===== src/rtl/nco_track_pkg.sv =====
// Shared constants for the tracking-channel NCO family: default widths and the
// increment-mode encoding that the channel register map also decodes.
package nco_defs;

   // Default widths of a production tracking-channel NCO.
   localparam int NCO_ACC_WIDTH   = 32;
   localparam int NCO_INC_WIDTH   = 32;
   localparam int NCO_OUT_WIDTH   = 4;
   localparam int NCO_CYCLE_WIDTH = 16;

   // Increment-mode bit as written through the channel register map.
   localparam logic INC_IMMEDIATE = 1'b0;
   localparam logic INC_AT_WRAP   = 1'b1;

endpackage : nco_defs


===== src/rtl/nco_track_inc_ctrl.sv =====
// Increment control for nco_track: holds the active increment, a shadow copy
// for deferred writes, and the pending flag that promotes the shadow on a wrap.
module nco_inc_ctrl
   import nco_defs::*;
#(
   parameter int PHASE_INC_WIDTH = NCO_INC_WIDTH
) (
   input  logic                       clk,
   input  logic                       reset,
   input  logic                       carry,
   input  logic                       inc_valid,
   input  logic                       inc_at_wrap,
   input  logic [PHASE_INC_WIDTH-1:0] inc,
   output logic [PHASE_INC_WIDTH-1:0] inc_active,
   output logic                       inc_pending
);

   logic [PHASE_INC_WIDTH-1:0] r_inc_active;
   logic [PHASE_INC_WIDTH-1:0] r_inc_shadow;
   logic                       r_inc_pending;
   logic                       w_immediate;
   logic                       w_promote;

   assign w_immediate = inc_valid && (inc_at_wrap == INC_IMMEDIATE);
   assign w_promote   = carry && r_inc_pending;

   // Apply immediate writes, capture deferred writes, promote the shadow on a wrap.
   always_ff @(posedge clk) begin
      // NOTE: every register here is reset synchronously, including the shadow,
      // so a pending value from before reset can never leak into inc_active.
      if (reset) begin
         r_inc_active  <= '0;
         r_inc_shadow  <= '0;
         r_inc_pending <= 1'b0;
      end else if (w_immediate) begin
         // An immediate write wins over a coincident promotion and cancels
         // any deferred value; the shadow is simply left stale.
         r_inc_active  <= inc;
         r_inc_pending <= 1'b0;
      end else begin
         if (w_promote) begin
            r_inc_active <= r_inc_shadow;
         end
         if (inc_valid) begin
            // Deferred write: last write wins; if it lands on a wrap the new
            // value waits for the following wrap.
            r_inc_shadow  <= inc;
            r_inc_pending <= 1'b1;
         end else if (w_promote) begin
            r_inc_pending <= 1'b0;
         end
      end
   end

   assign inc_active  = r_inc_active;
   assign inc_pending = r_inc_pending;

endmodule : nco_inc_ctrl


===== src/rtl/nco_track.sv =====
// Phase-accumulator NCO for the tracking channels: run enable, immediate or
// wrap-aligned increment updates, direct phase load, registered wrap pulse and
// a saturating wrap counter with atomic snapshot.
module nco_track
   import nco_defs::*;
#(
   parameter int ACC_WIDTH       = NCO_ACC_WIDTH,
   parameter int PHASE_INC_WIDTH = NCO_INC_WIDTH,
   parameter int OUTPUT_WIDTH    = NCO_OUT_WIDTH,
   parameter int CYCLE_WIDTH     = NCO_CYCLE_WIDTH
) (
   input  logic                       clk,
   input  logic                       reset,
   input  logic                       enable,
   input  logic                       inc_valid,
   input  logic [PHASE_INC_WIDTH-1:0] inc,
   input  logic                       inc_at_wrap,
   input  logic                       phase_load,
   input  logic [ACC_WIDTH-1:0]       phase_in,
   input  logic                       snapshot,
   output logic [OUTPUT_WIDTH-1:0]    out,
   output logic                       wrap,
   output logic [CYCLE_WIDTH-1:0]     cycle_count,
   output logic                       inc_pending,
   output logic [ACC_WIDTH-1:0]       snap_phase,
   output logic [CYCLE_WIDTH-1:0]     snap_cycles,
   output logic                       snap_valid
);

   logic [ACC_WIDTH-1:0]       r_acc;
   logic                       r_wrap;
   logic [CYCLE_WIDTH-1:0]     r_cycle_count;
   logic [ACC_WIDTH-1:0]       r_snap_phase;
   logic [CYCLE_WIDTH-1:0]     r_snap_cycles;
   logic                       r_snap_valid;

   logic [PHASE_INC_WIDTH-1:0] w_inc_active;
   logic [ACC_WIDTH-1:0]       w_inc_ext;
   logic [ACC_WIDTH:0]         w_sum;
   logic                       w_carry;
   logic [ACC_WIDTH-1:0]       w_acc_next;
   logic [CYCLE_WIDTH-1:0]     w_cnt_next;

   // Increment registers live in their own block so the loop-filter write
   // semantics can be reviewed in isolation.
   nco_inc_ctrl #(
      .PHASE_INC_WIDTH (PHASE_INC_WIDTH)
   ) u_inc_ctrl (
      .clk         (clk),
      .reset       (reset),
      .carry       (w_carry),
      .inc_valid   (inc_valid),
      .inc_at_wrap (inc_at_wrap),
      .inc         (inc),
      .inc_active  (w_inc_active),
      .inc_pending (inc_pending)
   );

   assign w_inc_ext = ACC_WIDTH'(w_inc_active);
   assign w_sum     = {1'b0, r_acc} + {1'b0, w_inc_ext};

   // Next accumulator value and carry: load beats accumulate; a load or an
   // idle cycle never produces a carry.
   always_comb begin
      w_acc_next = r_acc;
      w_carry    = 1'b0;
      if (phase_load) begin
         w_acc_next = phase_in;
      end else if (enable) begin
         w_acc_next = w_sum[ACC_WIDTH-1:0];
         w_carry    = w_sum[ACC_WIDTH];
      end
   end

   // Wrap count including this cycle's carry, saturating at all-ones.
   always_comb begin
      w_cnt_next = r_cycle_count;
      if (w_carry && (r_cycle_count != {CYCLE_WIDTH{1'b1}})) begin
         w_cnt_next = r_cycle_count + 1'b1;
      end
   end

   // Accumulator, wrap pulse, wrap counter and snapshot registers.
   always_ff @(posedge clk) begin
      if (reset) begin
         r_acc         <= '0;
         r_wrap        <= 1'b0;
         r_cycle_count <= '0;
         r_snap_phase  <= '0;
         r_snap_cycles <= '0;
         r_snap_valid  <= 1'b0;
      end else begin
         // NOTE: non-blocking assignments throughout, so every register here
         // sees the pre-edge values of its neighbours regardless of order.
         r_acc        <= w_acc_next;
         r_wrap       <= w_carry;
         r_snap_valid <= snapshot;
         if (snapshot) begin
            // Capture and clear atomically so no wrap is lost or double counted.
            r_snap_phase  <= w_acc_next;
            r_snap_cycles <= w_cnt_next;
            r_cycle_count <= '0;
         end else begin
            r_cycle_count <= w_cnt_next;
         end
      end
   end

   assign out         = r_acc[ACC_WIDTH-1 -: OUTPUT_WIDTH];
   assign wrap        = r_wrap;
   assign cycle_count = r_cycle_count;
   assign snap_phase  = r_snap_phase;
   assign snap_cycles = r_snap_cycles;
   assign snap_valid  = r_snap_valid;

endmodule : nco_track


===== config.mk =====
export PLATFORM = sky130hd
export DESIGN_NAME = nco_track
export DESIGN_NICKNAME = d
export VERILOG_FILES = /design/src/rtl/nco_track_pkg.sv /design/src/rtl/nco_track_inc_ctrl.sv /design/src/rtl/nco_track.sv
export SDC_FILE = /design/constraint.sdc
export NUM_CORES = 1
export LEC_CHECK = 0
export BUFFER_PORTS_ARGS = -buffer_cell sky130_fd_sc_hd__clkbuf_2
export CORE_MARGIN = 1.5
export CORE_UTILIZATION = 45
export DETAILED_ROUTE_END_ITERATION = 10
export GPL_ROUTABILITY_DRIVEN = 0
export GPL_TIMING_DRIVEN = 0
export HOLD_SLACK_MARGIN = 0.15
export PLACE_DENSITY = 0.66
export SLEW_MARGIN = 20
export SYNTH_ARGS = -nofsm -noshare
export SYNTH_HDL_FRONTEND = slang
export SYNTH_SLANG_ARGS = --single-unit

===== constraint.sdc =====
create_clock -name clk -period 3.5 [get_ports clk]
set_clock_uncertainty 0.05 [all_clocks]
set_input_delay 0.175 -clock clk [delete_from_list [all_inputs] [get_ports clk]]
set_output_delay 0.175 -clock clk [all_outputs]
set_load 0.02 [all_outputs]

==> impl_metrics.env <==
export IMPL_fin_setup_tns_ns=0
export IMPL_p_total_mw=4.76
export IMPL_viasPerCell=5.70
export IMPL_wire_per_inst_microns=18.1
export IMPL_grt_usage_pct=27.7
export IMPL_vias=9046
export IMPL_setup_violations=0
export IMPL_wirelength_microns=28800
export IMPL_layout_drive_gt1_share_pct=18.3
export IMPL_r2r_end="u_inc_ctrl.inc_active[11]$_SDFFE_PP0P_"
export IMPL_chipWidth_microns=144
export IMPL_root_buffer="clkbuf_16"
export IMPL_drt_pass1_iterations=5
export IMPL_syn_num_nets=1188
export IMPL_synth_mux_area_share_pct=9.82
export IMPL_arrival_ns=3.68
export IMPL_initial_utilization_pct=45.8
export IMPL_rsz0062_at_grt="false"
export IMPL_cp_max_fo=10
export IMPL_seq_area_sq_um=3260
export IMPL_crit_required_ns=3.76
export IMPL_yosys_area_top_type="dfxtp_1"
export IMPL_path_cells="ha_1 > a21o_1 > a221oi_4 > and3_1 > a21oi_2 > a221o_2 > a21o_4 > a21oi_4 > buf_6 > mux2_2"
export IMPL_drc=0
export IMPL_dp_hpwl_microns=21500
export IMPL_clock_latency_ns=0.43
export IMPL_placed_cells=1488
export IMPL_reg2reg_slack_ns=0.08
export IMPL_io_buffers=140
export IMPL_reg2reg_depth=10
export IMPL_clkSinkCount=163
export IMPL_powerDensity_nw_per_um2=420
export IMPL_ant_nets=0
export IMPL_netlist_top_cells_area="dfxtp_1, nand2_1, mux2i_1"
export IMPL_tightest_slew_ns=0.828
export IMPL_fin_cells=1588
export IMPL_multi_input_area_sq_um=5300
export IMPL_drv_slew=0
export IMPL_antenna_found_initial=1
export IMPL_die_area_sq_um=20700
export IMPL_cts_tree="yes"
export IMPL_slowest_stage="a221o_2"
export IMPL_grt_first_pass_wirelength_microns=43500
export IMPL_critPathLaunch="r_acc[9]$_SDFF_PP0_"
export IMPL_overflow=0
export IMPL_status="finished, final reports clean"
export IMPL_drt_iter0_drc=746
export IMPL_fin_util_pct=58.2
export IMPL_synthDominantCellAreaShare_pct=36.6
export IMPL_endpoint_kind="flop"
export IMPL_synthCells=1083
export IMPL_fin_area_sq_um=11300
export IMPL_std_cell_rows=51
export IMPL_pre_cts_ws_ns=-0.283
export IMPL_cts_max_level=4
export IMPL_synthAdderAreaFrac_pct=4.85
export IMPL_synth_edf_count=0
export IMPL_max_stage_delay_ns=0.42
export IMPL_area_growth_pct=27.1
export IMPL_yosys_warnings=0
export IMPL_synthArstFlopShare_pct=0
export IMPL_synth_top_family_by_area="simple AND/OR/NAND/NOR gates"
export IMPL_layout_nets=1415
export IMPL_period_needed_ns=3.42
export IMPL_setup_ws_ns=0.0796
export IMPL_peakVddDrop_uv=311
export IMPL_antenna_cells=0
export IMPL_p_leak_nw=4.68
export IMPL_whs_ns=0.179
export IMPL_fill_cells=1810
export IMPL_grt_pass1_vias=8297
export IMPL_clkTransAtPathRegs_ns=0.07
export IMPL_r2r_start="r_acc[9]$_SDFF_PP0_"
export IMPL_yosysUniqueCellTypes=61
export IMPL_slew_headroom_pct=44.8
export IMPL_max_freq_ghz=0.292
export IMPL_cts_buffers=17
export IMPL_yosysSeqAreaShare_pct=36.6
export IMPL_synth_compound_area_share_pct=19.6
export IMPL_grt_max_degree=17
export IMPL_io_pin_count=142
export IMPL_die_h_microns=144
export IMPL_drv_cap=0
export IMPL_endpoint="u_inc_ctrl.inc_active[11]$_SDFFE_PP0P_"
export IMPL_synthSimpleGateAreaFrac_pct=22.7
export IMPL_clockBufferDepth=2
export IMPL_placed_cell_area_sq_um=9950
export IMPL_ys_flop_type="dfxtp_1"
export IMPL_synth_xor_area_share_pct=1.87
export IMPL_fin_crit_sh_pct=97.7
export IMPL_criticalPathCategory="flop to flop"
export IMPL_synth_area_sq_um=8920
export IMPL_hold_path_class="input pin to flop"
export IMPL_syn_mean_instance_area_sq_um=8.23
export IMPL_startpoint_type="flop"
export IMPL_coreArea_sq_um=19500
export IMPL_ys_ff_latch=163
export IMPL_hold_violations=0
-- placed cells by master, fill, tap and decap left out, drive strengths merged, types with 6 or more instances in the layout --
cell,count
nand3,35
a311oi,8
or4,9
clkbuf,221
a21oi,91
or3,11
nand2b,21
ha,33
buf,21
and3,8
a21o,12
a211oi,15
o211ai,17
dlygate4sd3,65
inv,22
a31oi,6
o31ai,13
nand4,12
a22o,8
dfxtp,163
xnor2,11
nand2,131
nor2,101
xor2,8
o21ai,48
nor2b,46
nor4,6
mux2i,47
mux2,36
nor3,19
-- cells by family (layout without fill, tap and decap cells) --
kind of cell | count (synthesis) | count (layout)
buffers and inverters | 98 | 338
xor gates and xnor gates | 19 | 19
DFF | 163 | 163
adders and majority gates | 34 | 34
muxes | 83 | 83
AOI/OAI and AO/OA | 266 | 266
and+or+nand+nor | 420 | 420
-- final cells by class --
cell class / instances / area share, %
multi-input cells: 822 / 46.8
clock buffers: 19 / 3.91
inverters: 18 / 0.596
plain buffers: 80 / 3.09
clock inverters: 13 / 1.74
flip-flops and latches: 163 / 28.8
repair buffers: 208 / 12.1
well taps: 265 / 2.93
-- where the power goes --
group / internal (mW) / total [mW] / switching [mW]
clock network: 1.23 / 2.06 / 0.828
logic: 0.289 / 0.707 / 0.418
registers: 1.94 / 2.00 / 0.0593
total: 3.46 / 4.76 / 1.31
-- what timing repair did --
action / in CTS / in global routing
setup endpoints to repair: 63 / 62
hold endpoints to repair: 118 / 0
pin swaps: 1 / 5
hold buffers: 65 / 0
resized for setup: 2 / 16
setup buffers: 1 / 2
cloned: 0 / 0
-- Yosys cell counts, types with 9 or more instances --
cell and instances:
inv_1 18, o211ai_1 17, or3_1 11, nand2_1 131, nor2b_1 46, nand3_1 35
mux2i_1 47, xnor2_1 11, nand2b_1 21, clkbuf_1 62, a21o_1 12, nor3_1 19
mux2_2 35, nand4_1 12, dfxtp_1 163, nor2_1 101, a211oi_1 15, o31ai_1 13
a21oi_1 89, ha_1 33, o21ai_0 48, or4_1 9
-- worst max-delay path: cells and delay by family (launching register included) --
family                     cells  cell delay [ns]
AOI/OAI and AO/OA              6             1.72
adders and majority gates      1             0.39
buffers and inverters          1             0.21
DFF                            1             0.33
muxes                          1             0.34
and+or+nand+nor                1             0.25
-- routing by layer --
layer	vias up	GRT usage (%)	routed length, microns
met4	0	10.6	863
met1	4260	37.5	12700
met3	65	4.27	2060
li1	4346	-	-
met5	-	0	0
met2	375	44.3	13100
-- state kept, by name, indices dropped and copies added (netlist names) --
name                     count
u_inc_ctrl.r_inc_shadow     32
u_inc_ctrl.inc_pending       1
r_acc                       32
snap_phase                  32
u_inc_ctrl.inc_active       32
snap_cycles                 16
wrap                         1
snap_valid                   1
cycle_count                 16
-- worst min-delay path by stage --
stage,to,slack (ns),depth (start not counted),from
floorplan,u_inc_ctrl.r_inc_shadow[0]$_SDFFE_PP0P_,0.26,2,inc[0]
global route,r_acc[13]$_SDFF_PP0_,0.20,4,phase_in[13]
global placement,u_inc_ctrl.r_inc_shadow[19]$_SDFFE_PP0P_,0.36,3,inc[19]
detailed placement,u_inc_ctrl.r_inc_shadow[22]$_SDFFE_PP0P_,0.37,3,inc[22]
CTS,r_acc[13]$_SDFF_PP0_,0.16,4,phase_in[13]
finish,r_acc[13]$_SDFF_PP0_,0.18,4,phase_in[13]
Power figures use the tool's default switching activity.
